$ cat src/rtl/hazard_ctrl.sv
// Pipeline hazard controller: load-use stalls, mult/div busy tracking, jump/branch squashing.
// Optional performance counters are enabled by defining HAZ_PERF_CNT_EN.
module hazard_ctrl #(
    parameter int unsigned MD_LAT = 32,
    parameter int unsigned CNT_W  = 6
) (
    input  logic       clk,
    input  logic       rst,
    input  logic [4:0] id_rs,
    input  logic [4:0] id_rt,
    input  logic       id_uses_rs,
    input  logic       id_uses_rt,
    input  logic       id_md_start,
    input  logic       id_uses_hilo,
    input  logic       id_jump,
    input  logic       ex_memread,
    input  logic [4:0] ex_rt,
    input  logic       ex_branch_taken,
    output logic       pc_write,
    output logic       ifid_write,
    output logic       ifid_flush,
    output logic       idex_flush,
    output logic       md_accept,
    output logic       md_busy
`ifdef HAZ_PERF_CNT_EN
    ,
    output logic [31:0] stall_cycles,
    output logic [31:0] flush_events
`endif
);

    localparam logic [CNT_W-1:0] MdLoad = CNT_W'(MD_LAT);

    logic [CNT_W-1:0] md_cnt_q, md_cnt_d;
    logic             busy;
    logic             rs_hit, rt_hit;
    logic             lu, mdh, stall;

    always_comb begin
        busy   = (md_cnt_q != '0);
        rs_hit = id_uses_rs && (id_rs == ex_rt);
        rt_hit = id_uses_rt && (id_rt == ex_rt);
        // $0 is hardwired to zero, so a load targeting it can never feed a consumer
        lu     = ex_memread && (ex_rt != 5'd0) && (rs_hit || rt_hit);
        mdh    = busy && (id_uses_hilo || id_md_start);
        stall  = lu || mdh;
    end

    always_comb begin
        pc_write   = 1'b0;
        ifid_write = 1'b0;
        ifid_flush = 1'b0;
        idex_flush = 1'b0;
        md_accept  = 1'b0;
        md_busy    = 1'b0;
        if (!rst) begin
            md_busy = busy;
            if (ex_branch_taken) begin
                // The ID instruction is on the wrong path, so any stall it raised is moot
                pc_write   = 1'b1;
                ifid_write = 1'b1;
                ifid_flush = 1'b1;
                idex_flush = 1'b1;
            end else if (stall) begin
                idex_flush = 1'b1;
            end else if (id_jump) begin
                pc_write   = 1'b1;
                ifid_write = 1'b1;
                ifid_flush = 1'b1;
                md_accept  = id_md_start;
            end else begin
                pc_write   = 1'b1;
                ifid_write = 1'b1;
                md_accept  = id_md_start;
            end
        end
    end

    always_comb begin
        md_cnt_d = md_cnt_q;
        if (md_accept) begin
            md_cnt_d = MdLoad;
        end else if (md_cnt_q != '0) begin
            md_cnt_d = md_cnt_q - CNT_W'(1);
        end
    end

    always_ff @(posedge clk or posedge rst) begin
        if (rst) begin
            md_cnt_q <= '0;
        end else begin
            md_cnt_q <= md_cnt_d;
        end
    end

`ifdef HAZ_PERF_CNT_EN
    logic [31:0] stall_cycles_q, stall_cycles_d;
    logic [31:0] flush_events_q, flush_events_d;

    always_comb begin
        stall_cycles_d = stall_cycles_q;
        flush_events_d = flush_events_q;
        if (stall && !ex_branch_taken) begin
            stall_cycles_d = stall_cycles_q + 32'd1;
        end
        if (ifid_flush) begin
            flush_events_d = flush_events_q + 32'd1;
        end
    end

    always_ff @(posedge clk or posedge rst) begin
        if (rst) begin
            stall_cycles_q <= '0;
            flush_events_q <= '0;
        end else begin
            stall_cycles_q <= stall_cycles_d;
            flush_events_q <= flush_events_d;
        end
    end

    assign stall_cycles = stall_cycles_q;
    assign flush_events = flush_events_q;
`else
    // Default build carries no performance counters.
`endif

endmodule

$ cat config.mk
export PLATFORM = sky130hd
export DESIGN_NAME = hazard_ctrl
export DESIGN_NICKNAME = d
export VERILOG_FILES = /design/src/rtl/hazard_ctrl.sv
export SDC_FILE = /design/constraint.sdc
export NUM_CORES = 1
export LEC_CHECK = 0
export CAP_MARGIN = 20
export CORE_AREA = 2 2 54 46
export CTS_BUF_LIST = sky130_fd_sc_hd__clkbuf_8
export CTS_CLUSTER_SIZE = 14
export DETAILED_ROUTE_END_ITERATION = 8
export DIE_AREA = 0 0 56 48
export PLACE_DENSITY = 0.62
export SYNTH_ARGS = -nofsm -noshare
export SYNTH_HDL_FRONTEND = slang
export SYNTH_SLANG_ARGS = --single-unit
$ cat constraint.sdc
create_clock -name clk -period 4.5 [get_ports clk]
set_input_delay 0.45 -clock clk [delete_from_list [all_inputs] [get_ports clk]]
set_output_delay 0.45 -clock clk [all_outputs]
set_load 0.005 [all_outputs]
Yosys cells after proc, flatten, opt, wreduce, memory -nomap -nowiden --
Index checks and enable logic that the tools add are counted. Widths: inputs -> output; s select.
Operators by class: reduce and logical (&&, ||, !) cells 11, order comparisons 0, add/subtract/negate cells 1, muxes and demuxes 16, eq/ne operators 2, bitwise logic cells 0, shift-type cells 0, divide/modulo/power cells 0, multiply operators 0
Operators by type and width (number):
- $mux 1 | 14
- $mux 6 | 2
- $eq 5x5->1 | 2
- $reduce_bool 6->1 | 1
- $sub 6x1->6 const B | 1
- $logic_and 1x1->1 | 5
- $reduce_bool 5->1 | 1
- $logic_or 1x1->1 | 3
- $reduce_bool 2->1 | 1
Storage, ports and cells: bits in latches 0, input bits 24, memories kept 0, output and inout port bits 6, ROM bits 0, register bits 6, RAM bits 0

Depth between registers and ports, before layout --
depth in word-level cells 9, mapped depth 7, mapped depth without buffers 6

Least setup slack after synthesis --
Ideal clock, no wire load.
path type input to output, start input ex_rt[2], end output pc_write, path buffers 1, setup slack 2408 ps, cell stages on the path 4, data arrival time 1642 ps, path through or4_4 -> o21a_1 -> a311oi_2 -> buf_4
On the way: longest elaborated chain between the ends 8
Ends and longest elaborated chain:
- start: declaration | RTL line 17 | input logic [4:0] ex_rt,
- $eq 5x5->1 (on tied branches) | RTL line 41, 42
- $logic_and 1x1->1 (on tied branches) | RTL line 41, 42
- $logic_or 1x1->1 | RTL line 44 | lu = ex_memread && (ex_rt != 5'd0) && (rs_hit || rt_hit);
- $logic_and 1x1->1 * | RTL line 44
- $logic_or 1x1->1 * | RTL line 46 | stall = lu || mdh;
- $mux 1 * (3 in series)
- end: declaration | RTL line 19 | output logic pc_write,
Every way passes the cells marked *; elsewhere a longest branch is shown, timed or not.

Final worst setup path --
start input ex_rt[2], end output pc_write
On the way: longest elaborated chain between the ends 8
Ends and longest elaborated chain:
- $eq 5x5->1 (on tied branches) | RTL line 41, 42
- $logic_and 1x1->1 (on tied branches) | RTL line 41, 42
- $logic_or 1x1->1 | RTL line 44
- $logic_and 1x1->1 * | RTL line 44
- $logic_or 1x1->1 * | RTL line 46
- $mux 1 * | RTL line 64 | end else if (stall) begin
- $mux 1 * | RTL line 58 | if (ex_branch_taken) begin
- $mux 1 * | RTL line 56 | if (!rst) begin
Marks and branches as above.

==> impl_metrics.py <==
metrics = {
    "final_layout": {
        "design_area_um2": 940.9,
        "nNetsFinal": 129,
        "utilization_pct": 44.76,
        "fillers": 216,
        "largest-register": "md_cnt_q",
        "antenna_cells": 0,
        "drive_above_1_share_pct": 6.931,
        "instances_no_fill": 126,
        "largest_reg_flops": 6,
        "area_growth_pct": 60.68,
        "reg_top3": "md_cnt_q x6",
    },
    "sta": {
        "rsz0062_at_grt": "false",
        "setup_viol": 0,
        "relSlewSlack_pct": 60.75,
        "setup-tns-final_ns": 0,
        "finClkSkew_ns": 0.005576,
        "post-route-period-util_pct": 66.70,
        "setup_slack_ns": 1.499,
        "max_slew.worst_pin.slew_ns": 0.5887,
        "max_freq_mhz": 333.2,
        "finalCriticalPeriod_ns": 3.001,
        "timing.hold.ws_ns": 0.5876,
        "hold_viol": 0,
        "drv_slew": 0,
    },
    "hold_path": {
        "hold_path.class": "reg -> reg",
        "min_to": "md_cnt_q[4]$_DFFE_PP0P_",
        "hp-start": "md_cnt_q[4]$_DFFE_PP0P_",
        "hold_path_depth": 2,
    },
    "power_and_ir_drop": {
        "power.internal_uw": 245.1,
        "p_leak_nw": 0.3495,
        "clock_power_share_pct": 21.2,
        "p_per_area_nw_per_um2": 406.0,
        "seqPwrFrac_pct": 30.3,
        "total_power_uw": 382.0,
        "vdd_ir_drop_max_mv": 0.2022,
        "sw_frac_of_total_pct": 35.85,
        "combPwrFrac_pct": 48.5,
        "power.switching_uw": 137.0,
    },
    "clock_tree": {
        "post_cts_resized": 0,
        "clockRootBuffer": "clkbuf_8",
        "cts_hold_buf": 0,
        "clockBufferDepth": 2,
        "htree_levels": 1,
        "clkSinkCount": 6,
        "cts_tree": "yes",
        "clkTransAtPathRegs_ns": 0.04,
        "post_cts_buffers": 0,
        "clock_latency_ns": 0.23,
        "cts_buffers": 3,
    },
    "synthesis": {
        "synth_nets": 96,
        "netlist_instances": 70,
        "synth_seq_cells": 6,
        "synthTopCellsByArea": "dfrtp_1, xnor2_1, ha_1",
        "synth.yosys.seq_area_share_pct": 25.64,
        "syn_area_um2": 585.6,
        "netlist.area_leader.share_pct": 25.64,
        "ys_warn_count": 0,
        "synth_cell_types": 30,
        "avgSynthCellArea_um2": 8.365,
        "yosysTopAreaCell": "dfrtp_1",
    },
    "global_route": {
        "grt_overflow_total": 0,
        "grt_pass1_wl_um": 2366,
        "grt_use_total_pct": 11.51,
        "grt_pass1_vias": 578,
        "grt_antenna_before_repair": 0,
        "grt_max_degree": 8,
    },
    "routing": {
        "num_vias": 608,
        "ant_nets": 0,
        "wire_per_inst_um": 12.11,
        "wl_um": 1526,
        "drtIter0Drc": 16,
        "drt_first_pass_iters": 4,
        "routed_via_density": 4.825,
        "drcViolationCount": 0,
    },
    "placement": {
        "hpwl_um": 1275,
        "post-place-ws_ns": 1.485,
        "port-buffer-count": 29,
        "gp_congestion": 0.7583,
        "place_inst": 123,
        "dpl_cell_area_um2": 899.6,
    },
    "setup_path": {
        "r2r-start": "md_cnt_q[2]$_DFFE_PP0P_",
        "critPathMaxFanout": 3,
        "r2r_cells": 4,
        "rr_endpoint": "md_cnt_q[0]$_DFFE_PP0P_",
        "crit_type": "in -> out",
        "r2r_slack_ns": 2.87,
        "cp.arrival_ns": 2.55,
        "end_kind": "output pin",
        "worstPathRequired_ns": 4.05,
        "setup.worst_path.start_class": "input pin",
    },
    "die": {
        "io_pins": 30,
        "start_util_pct": 27.86,
        "fp-row-count": 15,
        "die_width_um": 56,
        "die_h_um": 48,
        "die_area_um2": 2688,
        "core_um2": 2102,
    },
    "outcome": {
        "status": "completed",
    },
    "run": {
        "max_cap_viol_count": 0,
    },
}
[how the worst max path moves through the flow]
stage | to | cells after the start | start
2_1_floorplan | pc_write | 4 | ex_rt[2]
3_3_place_gp | idex_flush | 6 | ex_rt[3]
3_5_place_dp | pc_write | 5 | ex_rt[2]
4_1_cts | pc_write | 5 | ex_rt[2]
5_1_grt | idex_flush | 6 | ex_rt[3]
6_report | pc_write | 5 | ex_rt[2]
[cells by family after synthesis]
family                     after synthesis  synth area share, %
DFF                                      6                25.64
xor gates and xnor gates                13                19.44
AOI/OAI and AO/OA                       16                20.51
and+or+nand+nor                         27                25.64
adders and majority gates                2                4.273
buffers and inverters                    6                4.488
[placed cells by master, fill, tap and decap left out, types with 3 or more instances in the layout]
cell / instances
xnor2_1: 13
nand2_1: 6
inv_1: 5
nor3_1: 3
nor2_1: 4
clkbuf_8: 3
clkdlybuf4s50_1: 29
dfrtp_1: 6
[metal layers]
metal | part of all wire [%] | GRT usage [%]
met1 | 48 | 15.71
met2 | 46 | 17.18
met3 | 4.4 | 3.784
met4 | 0.79 | 4.286
met5 | 0 | 0
[final cells by class]
type	count	area, um^2	share of cell area (%)
Inverter	5	18.77	1.995
Sequential cell	6	150.1	15.96
Clock buffer	3	41.29	4.388
Multi-Input combinational cell	58	409.1	43.48
Tap cell	25	31.28	3.324
Timing Repair Buffer	29	290.3	30.85
[power by group through the flow]
stage,combinational [mW],clock (mW),sequential (mW)
floorplan,0.132,0,0.108
global placement,0.185,0,0.114
detailed placement,0.186,0,0.116
CTS,0.188,0.0831,0.115
global route,0.207,0.0867,0.120
finish,0.185,0.0809,0.116
[worst max-delay path, cell delays in order]
cell	delay [ns]
clkdlybuf4s50_1	0.47
or4_4	0.56
o21a_1	0.22
a311oi_2	0.30
clkdlybuf4s50_1	0.55
[cells in the mapped netlist (all sizes together)]
cell type  instances
nand2b             1
o21ai              3
nand3              2
buf                1
o22ai              2
ha                 2
or4                1
a311oi             1
and3               1
nor3               3
or3                1
a21oi              2
inv                5
o211a              1
nor2               5
nor2b              2
xnor2             13
o221ai             1
dfrtp              6
nor4               1
o31a               1
o211ai             1
a221oi             1
nor3b              2
nand2              6
nand4              2
o21a               2
a31o               1
Note: power is estimated with default switching activity, not from simulation.
